===== src/rtl/neuron_seq_if.sv =====
// neuron_seq_if: bundles every non-clock/reset signal of neuron_seq.
//
// Handshake rules for both streams (in_* and out_*): a transfer happens on
// a rising clock edge where valid and ready are both high. in_ready depends
// only on the sequencer state, never on in_valid. Once out_valid is raised,
// it and y_out stay unchanged until out_ready is seen.
//
// Signals
//   start, bias           neuron launch and initial accumulator value
//   in_valid/in_ready     (x_in, w_in) pair stream
//   mac_a/b/c, mac_res    connection to the external combinational MAC
//   out_valid/out_ready   neuron result stream carrying y_out
//   busy                  high whenever the sequencer is not idle
//   state_dbg             sequencer state: 0 idle, 1 accumulate, 2 output
//
// Modports
//   slave  : the neuron_seq side
//   master : the environment side (driver, MAC, consumer)
interface neuron_seq_if #(
    parameter int W = 5
);
    logic         start;
    logic [W-1:0] bias;
    logic         in_valid;
    logic         in_ready;
    logic [W-1:0] x_in;
    logic [W-1:0] w_in;
    logic [W-1:0] mac_a;
    logic [W-1:0] mac_b;
    logic [W-1:0] mac_c;
    logic [W-1:0] mac_res;
    logic         out_valid;
    logic         out_ready;
    logic [W-1:0] y_out;
    logic         busy;
    logic [1:0]   state_dbg;

    modport slave (
        input  start, bias, in_valid, x_in, w_in, mac_res, out_ready,
        output in_ready, mac_a, mac_b, mac_c, out_valid, y_out, busy, state_dbg
    );

    modport master (
        output start, bias, in_valid, x_in, w_in, mac_res, out_ready,
        input  in_ready, mac_a, mac_b, mac_c, out_valid, y_out, busy, state_dbg
    );
endinterface


===== src/rtl/neuron_seq.sv =====
// neuron_seq: sequencer and accumulator around an external combinational
// MAC (a*b+c, signed fixed point Q<int_part>.<fract_part>).
//
// A start pulse in IDLE loads bias into the accumulator. N_INPUTS (x, w)
// pairs are then accepted. For each pair the MAC result becomes the new
// accumulator. After the last pair, the activated result is held on y_out
// until the consumer takes it.
//
// Ports
//   clk   rising-edge clock
//   rst   asynchronous active-high reset; it aborts any neuron in flight
//   bus   neuron_seq_if.slave: start/bias, in_* pair stream, mac_* MAC
//         connection, out_* result stream, busy, state_dbg
//
// Configuration macro NEURON_RELU_EN:
//   defined   -> act(v) = v < 0 ? 0 : v
//   undefined -> act(v) = v
module neuron_seq #(
    parameter int int_part   = 3,
    parameter int fract_part = 2,
    parameter int N_INPUTS   = 4
) (
    input  logic         clk,
    input  logic         rst,
    neuron_seq_if.slave  bus
);
    localparam int W  = int_part + fract_part;
    localparam int CW = $clog2(N_INPUTS + 1);
    localparam logic [CW-1:0] LAST = CW'(N_INPUTS - 1);

    typedef enum logic [1:0] {
        S_IDLE = 2'd0,
        S_ACC  = 2'd1,
        S_OUT  = 2'd2
    } state_t;

    state_t        state_q, state_d;
    logic [W-1:0]  acc_q, acc_d;
    logic [W-1:0]  y_q, y_d;
    logic [CW-1:0] cnt_q, cnt_d;
    logic          in_ready_q, in_ready_d;
    logic          out_valid_q, out_valid_d;
    logic          busy_q, busy_d;
    logic          accept;

    function automatic logic [W-1:0] act(input logic [W-1:0] v);
`ifdef NEURON_RELU_EN
        act = v[W-1] ? '0 : v;
`else
        act = v;
`endif
    endfunction

    // in_ready is registered high only in ACC, so the accept term reduces
    // to the state plus in_valid.
    assign accept = (state_q == S_ACC) && bus.in_valid;

    always_comb begin
        state_d     = state_q;
        acc_d       = acc_q;
        y_d         = y_q;
        cnt_d       = cnt_q;
        in_ready_d  = in_ready_q;
        out_valid_d = out_valid_q;
        busy_d      = busy_q;
        case (state_q)
            S_IDLE: begin
                if (bus.start) begin
                    acc_d      = bus.bias;
                    cnt_d      = '0;
                    state_d    = S_ACC;
                    in_ready_d = 1'b1;
                    busy_d     = 1'b1;
                end
            end
            S_ACC: begin
                if (accept) begin
                    // The MAC result is taken as-is. Any wrap in the MAC
                    // sum carries straight into the accumulator.
                    acc_d = bus.mac_res;
                    cnt_d = cnt_q + 1'b1;
                    if (cnt_q == LAST) begin
                        y_d         = act(bus.mac_res);
                        state_d     = S_OUT;
                        in_ready_d  = 1'b0;
                        out_valid_d = 1'b1;
                    end
                end
            end
            S_OUT: begin
                // A start arriving in this cycle is ignored because the
                // state is still OUT. It is seen again from IDLE.
                if (bus.out_ready) begin
                    state_d     = S_IDLE;
                    out_valid_d = 1'b0;
                    busy_d      = 1'b0;
                end
            end
            default: begin
                state_d     = S_IDLE;
                in_ready_d  = 1'b0;
                out_valid_d = 1'b0;
                busy_d      = 1'b0;
            end
        endcase
    end

    always_ff @(posedge clk or posedge rst) begin
        if (rst) begin
            state_q     <= S_IDLE;
            acc_q       <= '0;
            y_q         <= '0;
            cnt_q       <= '0;
            in_ready_q  <= 1'b0;
            out_valid_q <= 1'b0;
            busy_q      <= 1'b0;
        end else begin
            state_q     <= state_d;
            acc_q       <= acc_d;
            y_q         <= y_d;
            cnt_q       <= cnt_d;
            in_ready_q  <= in_ready_d;
            out_valid_q <= out_valid_d;
            busy_q      <= busy_d;
        end
    end

    assign bus.mac_a     = bus.x_in;
    assign bus.mac_b     = bus.w_in;
    assign bus.mac_c     = acc_q;
    assign bus.in_ready  = in_ready_q;
    assign bus.out_valid = out_valid_q;
    assign bus.y_out     = y_q;
    assign bus.busy      = busy_q;
    assign bus.state_dbg = state_q;
endmodule

===== src/flat_wrapper.sv =====
// flat-port wrapper written by rule: the top's interface ports become plain ports
module neuron_seq_flat 
#(
    parameter int int_part   = 3,
    parameter int fract_part = 2,
    parameter int N_INPUTS   = 4
)
  (clk, rst, bus_start, bus_bias, bus_in_valid, bus_x_in, bus_w_in, bus_mac_res, bus_out_ready, bus_in_ready, bus_mac_a, bus_mac_b, bus_mac_c, bus_out_valid, bus_y_out, bus_busy, bus_state_dbg);
  neuron_seq_if bus_i ();
  input  logic clk;
  input  logic rst;
  input wire logic [$bits(bus_i.start)-1:0] bus_start;
  input wire logic [$bits(bus_i.bias)-1:0] bus_bias;
  input wire logic [$bits(bus_i.in_valid)-1:0] bus_in_valid;
  input wire logic [$bits(bus_i.x_in)-1:0] bus_x_in;
  input wire logic [$bits(bus_i.w_in)-1:0] bus_w_in;
  input wire logic [$bits(bus_i.mac_res)-1:0] bus_mac_res;
  input wire logic [$bits(bus_i.out_ready)-1:0] bus_out_ready;
  output wire logic [$bits(bus_i.in_ready)-1:0] bus_in_ready;
  output wire logic [$bits(bus_i.mac_a)-1:0] bus_mac_a;
  output wire logic [$bits(bus_i.mac_b)-1:0] bus_mac_b;
  output wire logic [$bits(bus_i.mac_c)-1:0] bus_mac_c;
  output wire logic [$bits(bus_i.out_valid)-1:0] bus_out_valid;
  output wire logic [$bits(bus_i.y_out)-1:0] bus_y_out;
  output wire logic [$bits(bus_i.busy)-1:0] bus_busy;
  output wire logic [$bits(bus_i.state_dbg)-1:0] bus_state_dbg;
  assign bus_i.start = bus_start;
  assign bus_i.bias = bus_bias;
  assign bus_i.in_valid = bus_in_valid;
  assign bus_i.x_in = bus_x_in;
  assign bus_i.w_in = bus_w_in;
  assign bus_i.mac_res = bus_mac_res;
  assign bus_i.out_ready = bus_out_ready;
  assign bus_in_ready = bus_i.in_ready;
  assign bus_mac_a = bus_i.mac_a;
  assign bus_mac_b = bus_i.mac_b;
  assign bus_mac_c = bus_i.mac_c;
  assign bus_out_valid = bus_i.out_valid;
  assign bus_y_out = bus_i.y_out;
  assign bus_busy = bus_i.busy;
  assign bus_state_dbg = bus_i.state_dbg;
  neuron_seq #(.int_part(int_part), .fract_part(fract_part), .N_INPUTS(N_INPUTS)) u_core (.clk(clk), .rst(rst), .bus(bus_i));
endmodule

===== config.mk =====
export PLATFORM = sky130hd
export DESIGN_NAME = neuron_seq_flat
export DESIGN_NICKNAME = d
export VERILOG_FILES = /design/src/rtl/neuron_seq_if.sv /design/src/rtl/neuron_seq.sv /design/src/flat_wrapper.sv
export SDC_FILE = /design/constraint.sdc
export NUM_CORES = 1
export LEC_CHECK = 0
export BUFFER_PORTS_ARGS = -buffer_cell sky130_fd_sc_hd__clkbuf_2
export CAP_MARGIN = 20
export CORE_AREA = 2 2 43 55
export DETAILED_ROUTE_END_ITERATION = 10
export DIE_AREA = 0 0 45 57
export GPL_TIMING_DRIVEN = 0
export PLACE_DENSITY = 0.8
export SETUP_SLACK_MARGIN = 0.5
export SLEW_MARGIN = 20
export SYNTH_ARGS = -nofsm -noshare
export SYNTH_HDL_FRONTEND = slang
export SYNTH_SLANG_ARGS = --single-unit

===== constraint.sdc =====
create_clock -name clk -period 2.9 [get_ports clk]
set_clock_uncertainty 0.1 [all_clocks]
set_input_delay 0.435 -clock clk [delete_from_list [all_inputs] [get_ports clk]]
set_output_delay 0.435 -clock clk [all_outputs]
set_load 0.01 [all_outputs]

# Yosys cells after proc, flatten, opt, wreduce, memory -nomap -nowiden
# Cells that the tools add are included.
totals:
  regBits: 18
  output_inout_bits: 25
  wordCells: 47
op_classes:
  addsub: 1
  eq_ne: 7
  n_mux: 20
  n_bitwise: 3
  n_reduce_logical: 9
op_table:
  columns: ["cell", "count"]
  rows:
  - ["$reduce_and A4 Y1", 3]
  - ["$mux W5", 2]
  - ["$pmux W5 S2", 1]
  - ["$pmux W1 S3", 3]
  - ["$reduce_and A3 Y1", 3]
  - ["$mux W2", 4]
  - ["$mux W1", 6]
  - ["$mux W3", 2]
  - ["$ne A2 B2 Y1 const B", 3]
  - ["$pmux W2 S3", 1]
  - ["$pmux W3 S2", 1]
  - ["$add A3 B1 Y3 const B", 1]
  - ["$eq A3 B2 Y1 const B", 1]
  - ["$not A1 Y1", 3]
  - ["$eq A2 B1 Y1 const B", 1]
  - ["$eq A2 B2 Y1 const B", 1]
  - ["$logic_not A2 Y1", 1]
  - ["$ne A2 B1 Y1 const B", 1]
  - ["$reduce_bool A2 Y1", 1]
  - ["$logic_and A1 B1 Y1", 1]

# Longest topological paths before layout
logic_depth:
  depth_word: 4
  mapped_depth: 5

# Worst setup path after synthesis
# No wires, ideal clock.
synth_timing:
  path_type: "flip-flop to flip-flop"
  start: "register u_core.state_q[0] (netlist: u_core.bus.state_dbg[0])"
  end: "register u_core.acc_q[0] (netlist: u_core.bus.mac_c[0])"
  setup_time_ns: 0.125
  t_arrival_ns: 1.299
  required_time_ns: 2.675
  path_slack_ns: 1.376
  path_stages_with_launch: 5
  n_path_buf: 1
  path_cell_list: "dfrtp_1 buf_4 mux2i_1 nor2_1 mux2_2"
synth_between:
  elab_chain_len: 4
synth_lines:
  columns: ["item", "line", "source"]
  rows:
  - ["from (decl)", "neuron_seq.sv:37", "state_t state_q, state_d;"]
  - ["from (signal assigned)", "neuron_seq.sv:118", "state_q <= state_d;"]
  - ["$eq A2 B1 Y1", "neuron_seq.sv:56, neuron_seq.sv:66", null]
  - ["$logic_and A1 B1 Y1", "neuron_seq.sv:56", "assign accept = (state_q == S_ACC) && bus.in_valid;"]
  - ["$ne A2 B1 Y1 (no source line)", null, null]
  - ["$reduce_and A3 Y1 (no source line)", null, null]
  - ["to (signal assigned)", "neuron_seq.sv:111", "acc_q <= '0;"]
  - ["to (signal assigned)", "neuron_seq.sv:119", "acc_q <= acc_d;"]
  - ["to (decl)", "neuron_seq.sv:38", "logic [W-1:0] acc_q, acc_d;"]
# Several ways; a longest one is shown, not always the timed one.
# A chain may end at the register's enable or synchronous reset.

# Worst setup path after layout
layout_timing:
  start: "register u_core.state_q[0] (netlist: u_core.bus.state_dbg[0])"
  end: "register u_core.acc_q[1] (netlist: u_core.bus.mac_c[1])"
# Same word-level chain as after synthesis.

==> metrics.csv <==
metric;value;unit
worst hold slack;0.1190;ns
required time reported for the critical path endpoint;2.99;ns
Antenna Nets Post-Route;0;
count of vias placed by the detailed router;715;
clock tree from TritonCTS;built;
drt first-iter violations;4;
Ports;50;
Final Hold Vio Count;0;
final core utilization;0.5700;
Die Width;45;um
power consumption;1.136;mW
hpwl dp;1435;um
max frequency;587.4;MHz
antenna fix cells;0;
# placed instances;138;
Worst Setup Start Kind;register;
data arrival time at the worst-slack endpoint;1.79;ns
max-cap viol count;0;
fraction of final layout cells with drive strength greater than 1;0.5950;
routed via count divided by cell count;5.035;
Layout area overhead;26.90;%
leading area contributor after synthesis;sky130_fd_sc_hd__dfrtp_1;
clock root cell;sky130_fd_sc_hd__clkbuf_4;
row count;19;
Lkg Pwr;0.6515;nW
total setup buffers inserted after CTS;0;
ratio of total power to cell area;952.6;mW/mm2
number of port buffers;38;
register-to-register path setup slack;1.20;ns
Starting Density;0.4492;
register area share after synthesis;0.4794;
Die Footprint;0.002565;mm2
TritonCTS Sinks;18;
beginning of the worst register-to-register path;u_core.bus.state_dbg[0]$_DFFE_PP0P_;
proportion of power drawn by the clock network;0.135;
worst-margin pin slew;0.6856;ns
shortest clock period the worst path allows after layout;1.702;ns
final design area excluding fillers;0.001192;mm2
cell count after synthesis;79;
antenna violations before repair;0;
remaining routing DRC violations;0;
final routed wire length divided by cell count;12.44;um
share of total power consumed by net switching;0.3489;
terminus of the critical flop-to-flop path;u_core.bus.mac_c[1]$_DFFE_PP0P_;
core outline area;0.002092;mm2
Multi-input gate area;371.6;um2
nets;149;
path class of the lowest-slack min-delay path;in2async;
Max Transition Viols Final;0;
flop and latch count out of synthesis;18;
worst-case reg-to-reg path depth;4;
gr ovfl total;0;
final wirelength;1766;um
post-CTS resize count;0;
unrepaired setup endpoints after global routing;false;
sequential share of power;0.388;
post-synthesis cell type count;21;
Synth warnings;0;
top cells by area in the synthesized netlist;sky130_fd_sc_hd__dfrtp_1 48%, sky130_fd_sc_hd__mux2_2 12%, sky130_fd_sc_hd__buf_4 8.8%;
Max-slew headroom;0.5425;
die extent in y;57;um
fill cell instance count of the final layout;192;
TNS Setup;0;ns
average instance area after synthesis;11.89;um2
portion of total power attributed to combinational logic;0.477;
GR Util All Layers;0.1550;
post-placement cell area;0.001156;mm2
clock latency on the worst-skew pair;0.29;ns
Int Pwr;0.7396;mW
number of non-filler instances in the completed layout;142;
total CTS buffers;3;
wire length of the first global-routing pass;2967;um
worst slack at placement;1.174;ns
share of the cycle needed by the critical path after routing;0.5870;
pin count of the biggest net entering global routing;19;
Crit. End Element;register;
final worst setup slack;1.198;ns
share of Yosys cell area claimed by the top area cell type;0.4794;
CTS Hold Buffers Added;0;
number of global-route vias before repair;690;
run status;complete, no violations;
weighted congestion at the end of routability-driven global placement;0.7052;
final setup violating endpoints;0;
Register Area;450.4;um2
net count after synthesis;106;
Critical Path Fanout Max;10;
H-tree depth reported by CTS;1;
first-pass iteration count of the detailed router;4;
Worst VDD drop;0.5181;mV
power spent charging and discharging nets;0.3963;mW
class of the most critical setup path;reg2reg;
buffers from clock root to sink, at most;2;
clock edge transition at the registers on the reported setup and hold paths;0.10;ns
cell area after synthesis;939.7;um2
how the worst max path moves through the flow:
stage	from	end	slack (ns)	depth (start not counted)
CTS	u_core.bus.state_dbg[0]$_DFFE_PP0P_	u_core.bus.mac_c[1]$_DFFE_PP0P_	1.18	4
finish	u_core.bus.state_dbg[0]$_DFFE_PP0P_	u_core.bus.mac_c[1]$_DFFE_PP0P_	1.20	4
floorplan	u_core.bus.state_dbg[0]$_DFFE_PP0P_	u_core.bus.mac_c[0]$_DFFE_PP0P_	1.38	4
detailed placement	bus_in_valid	u_core.bus.mac_c[1]$_DFFE_PP0P_	1.17	4
global route	u_core.bus.state_dbg[0]$_DFFE_PP0P_	u_core.bus.mac_c[3]$_DFFE_PP0P_	1.09	4
global placement	bus_in_valid	u_core.bus.mac_c[0]$_DFFE_PP0P_	1.19	4
cell type report:
cell class,instances,area share
Sequential cell,18,0.3778
Inverter,5,0.01574
Buffer,13,0.08290
Timing Repair Buffer,38,0.1595
Tap cell,21,0.02204
Clock buffer,4,0.03043
Multi-Input combinational cell,43,0.3116
cell families after synthesis:
| kind of cell | share of synthesized area |
|---|---|
| buffers and inverters | 0.1252 |
| flip-flops | 0.4794 |
| multiplexers | 0.2210 |
| AND/OR/NAND/NOR | 0.06925 |
| AO/OA/AOI/OAI | 0.07857 |
| adder cells (fa/ha/maj) | 0.02663 |
per-layer routing:
| metal | GRT usage | routed length (um) | up-vias |
|---|---|---|---|
| li1 | - | - | 343 |
| met1 | 0.1921 | 698 | 343 |
| met2 | 0.2592 | 935 | 25 |
| met3 | 0.02848 | 111 | 4 |
| met4 | 0.06303 | 21 | 0 |
| met5 | 0 | 0 | - |
worst max-delay path, cell delays in order, from the launching register on:
cell	delay, ns
sky130_fd_sc_hd__dfrtp_1	0.41
sky130_fd_sc_hd__buf_4	0.18
sky130_fd_sc_hd__mux2i_1	0.12
sky130_fd_sc_hd__nor2_1	0.39
sky130_fd_sc_hd__mux2_2	0.40
placed cells by master (no fill, tap or decap):
cell                       synthesis  layout
sky130_fd_sc_hd__a21oi_1           1       1
sky130_fd_sc_hd__a22o_1            3       3
sky130_fd_sc_hd__a31oi_1           1       1
sky130_fd_sc_hd__buf_2             1       1
sky130_fd_sc_hd__buf_4            11      11
sky130_fd_sc_hd__buf_6             1       1
sky130_fd_sc_hd__clkbuf_2          0      38
sky130_fd_sc_hd__clkbuf_4          0       3
sky130_fd_sc_hd__clkbuf_8          0       1
sky130_fd_sc_hd__dfrtp_1          18      18
sky130_fd_sc_hd__ha_1              2       2
sky130_fd_sc_hd__inv_1             5       5
sky130_fd_sc_hd__mux2_2           10      10
sky130_fd_sc_hd__mux2_4            5       5
sky130_fd_sc_hd__mux2i_1           2       2
sky130_fd_sc_hd__nand2_1           6       6
sky130_fd_sc_hd__nand2b_1          1       1
sky130_fd_sc_hd__nand3_2           1       1
sky130_fd_sc_hd__nor2_1            3       3
sky130_fd_sc_hd__nor2b_1           1       1
sky130_fd_sc_hd__nor2b_2           1       1
sky130_fd_sc_hd__o21ai_0           2       2
sky130_fd_sc_hd__o21bai_1          1       1
sky130_fd_sc_hd__o22ai_1           3       3
synthesized netlist by cell type (all sizes together):
cell type  instances
buf               13
inv                5
mux2              15
o22ai              3
mux2i              2
nor2               3
a31oi              1
nand3              1
nand2              6
nor2b              2
o21ai              2
a21oi              1
dfrtp             18
o21bai             1
ha                 2
nand2b             1
a22o               3
power by group through the flow:
stage	combinational [mW]	sequential, mW	clock [mW]
CTS	0.549	0.442	0.160
global placement	0.530	0.439	0
finish	0.542	0.441	0.153
global route	0.592	0.458	0.172
detailed placement	0.551	0.447	0
floorplan	0.332	0.484	0
registers in the layout (all words and copies together) (netlist names):
| name | count |
|---|---|
| u_core.bus.busy | 1 |
| u_core.bus.mac_c | 5 |
| u_core.bus.state_dbg | 2 |
| u_core.bus.in_ready | 1 |
| u_core.cnt_q | 3 |
| u_core.bus.y_out | 5 |
| u_core.bus.out_valid | 1 |
Note: power is estimated with default switching activity, not from simulation.
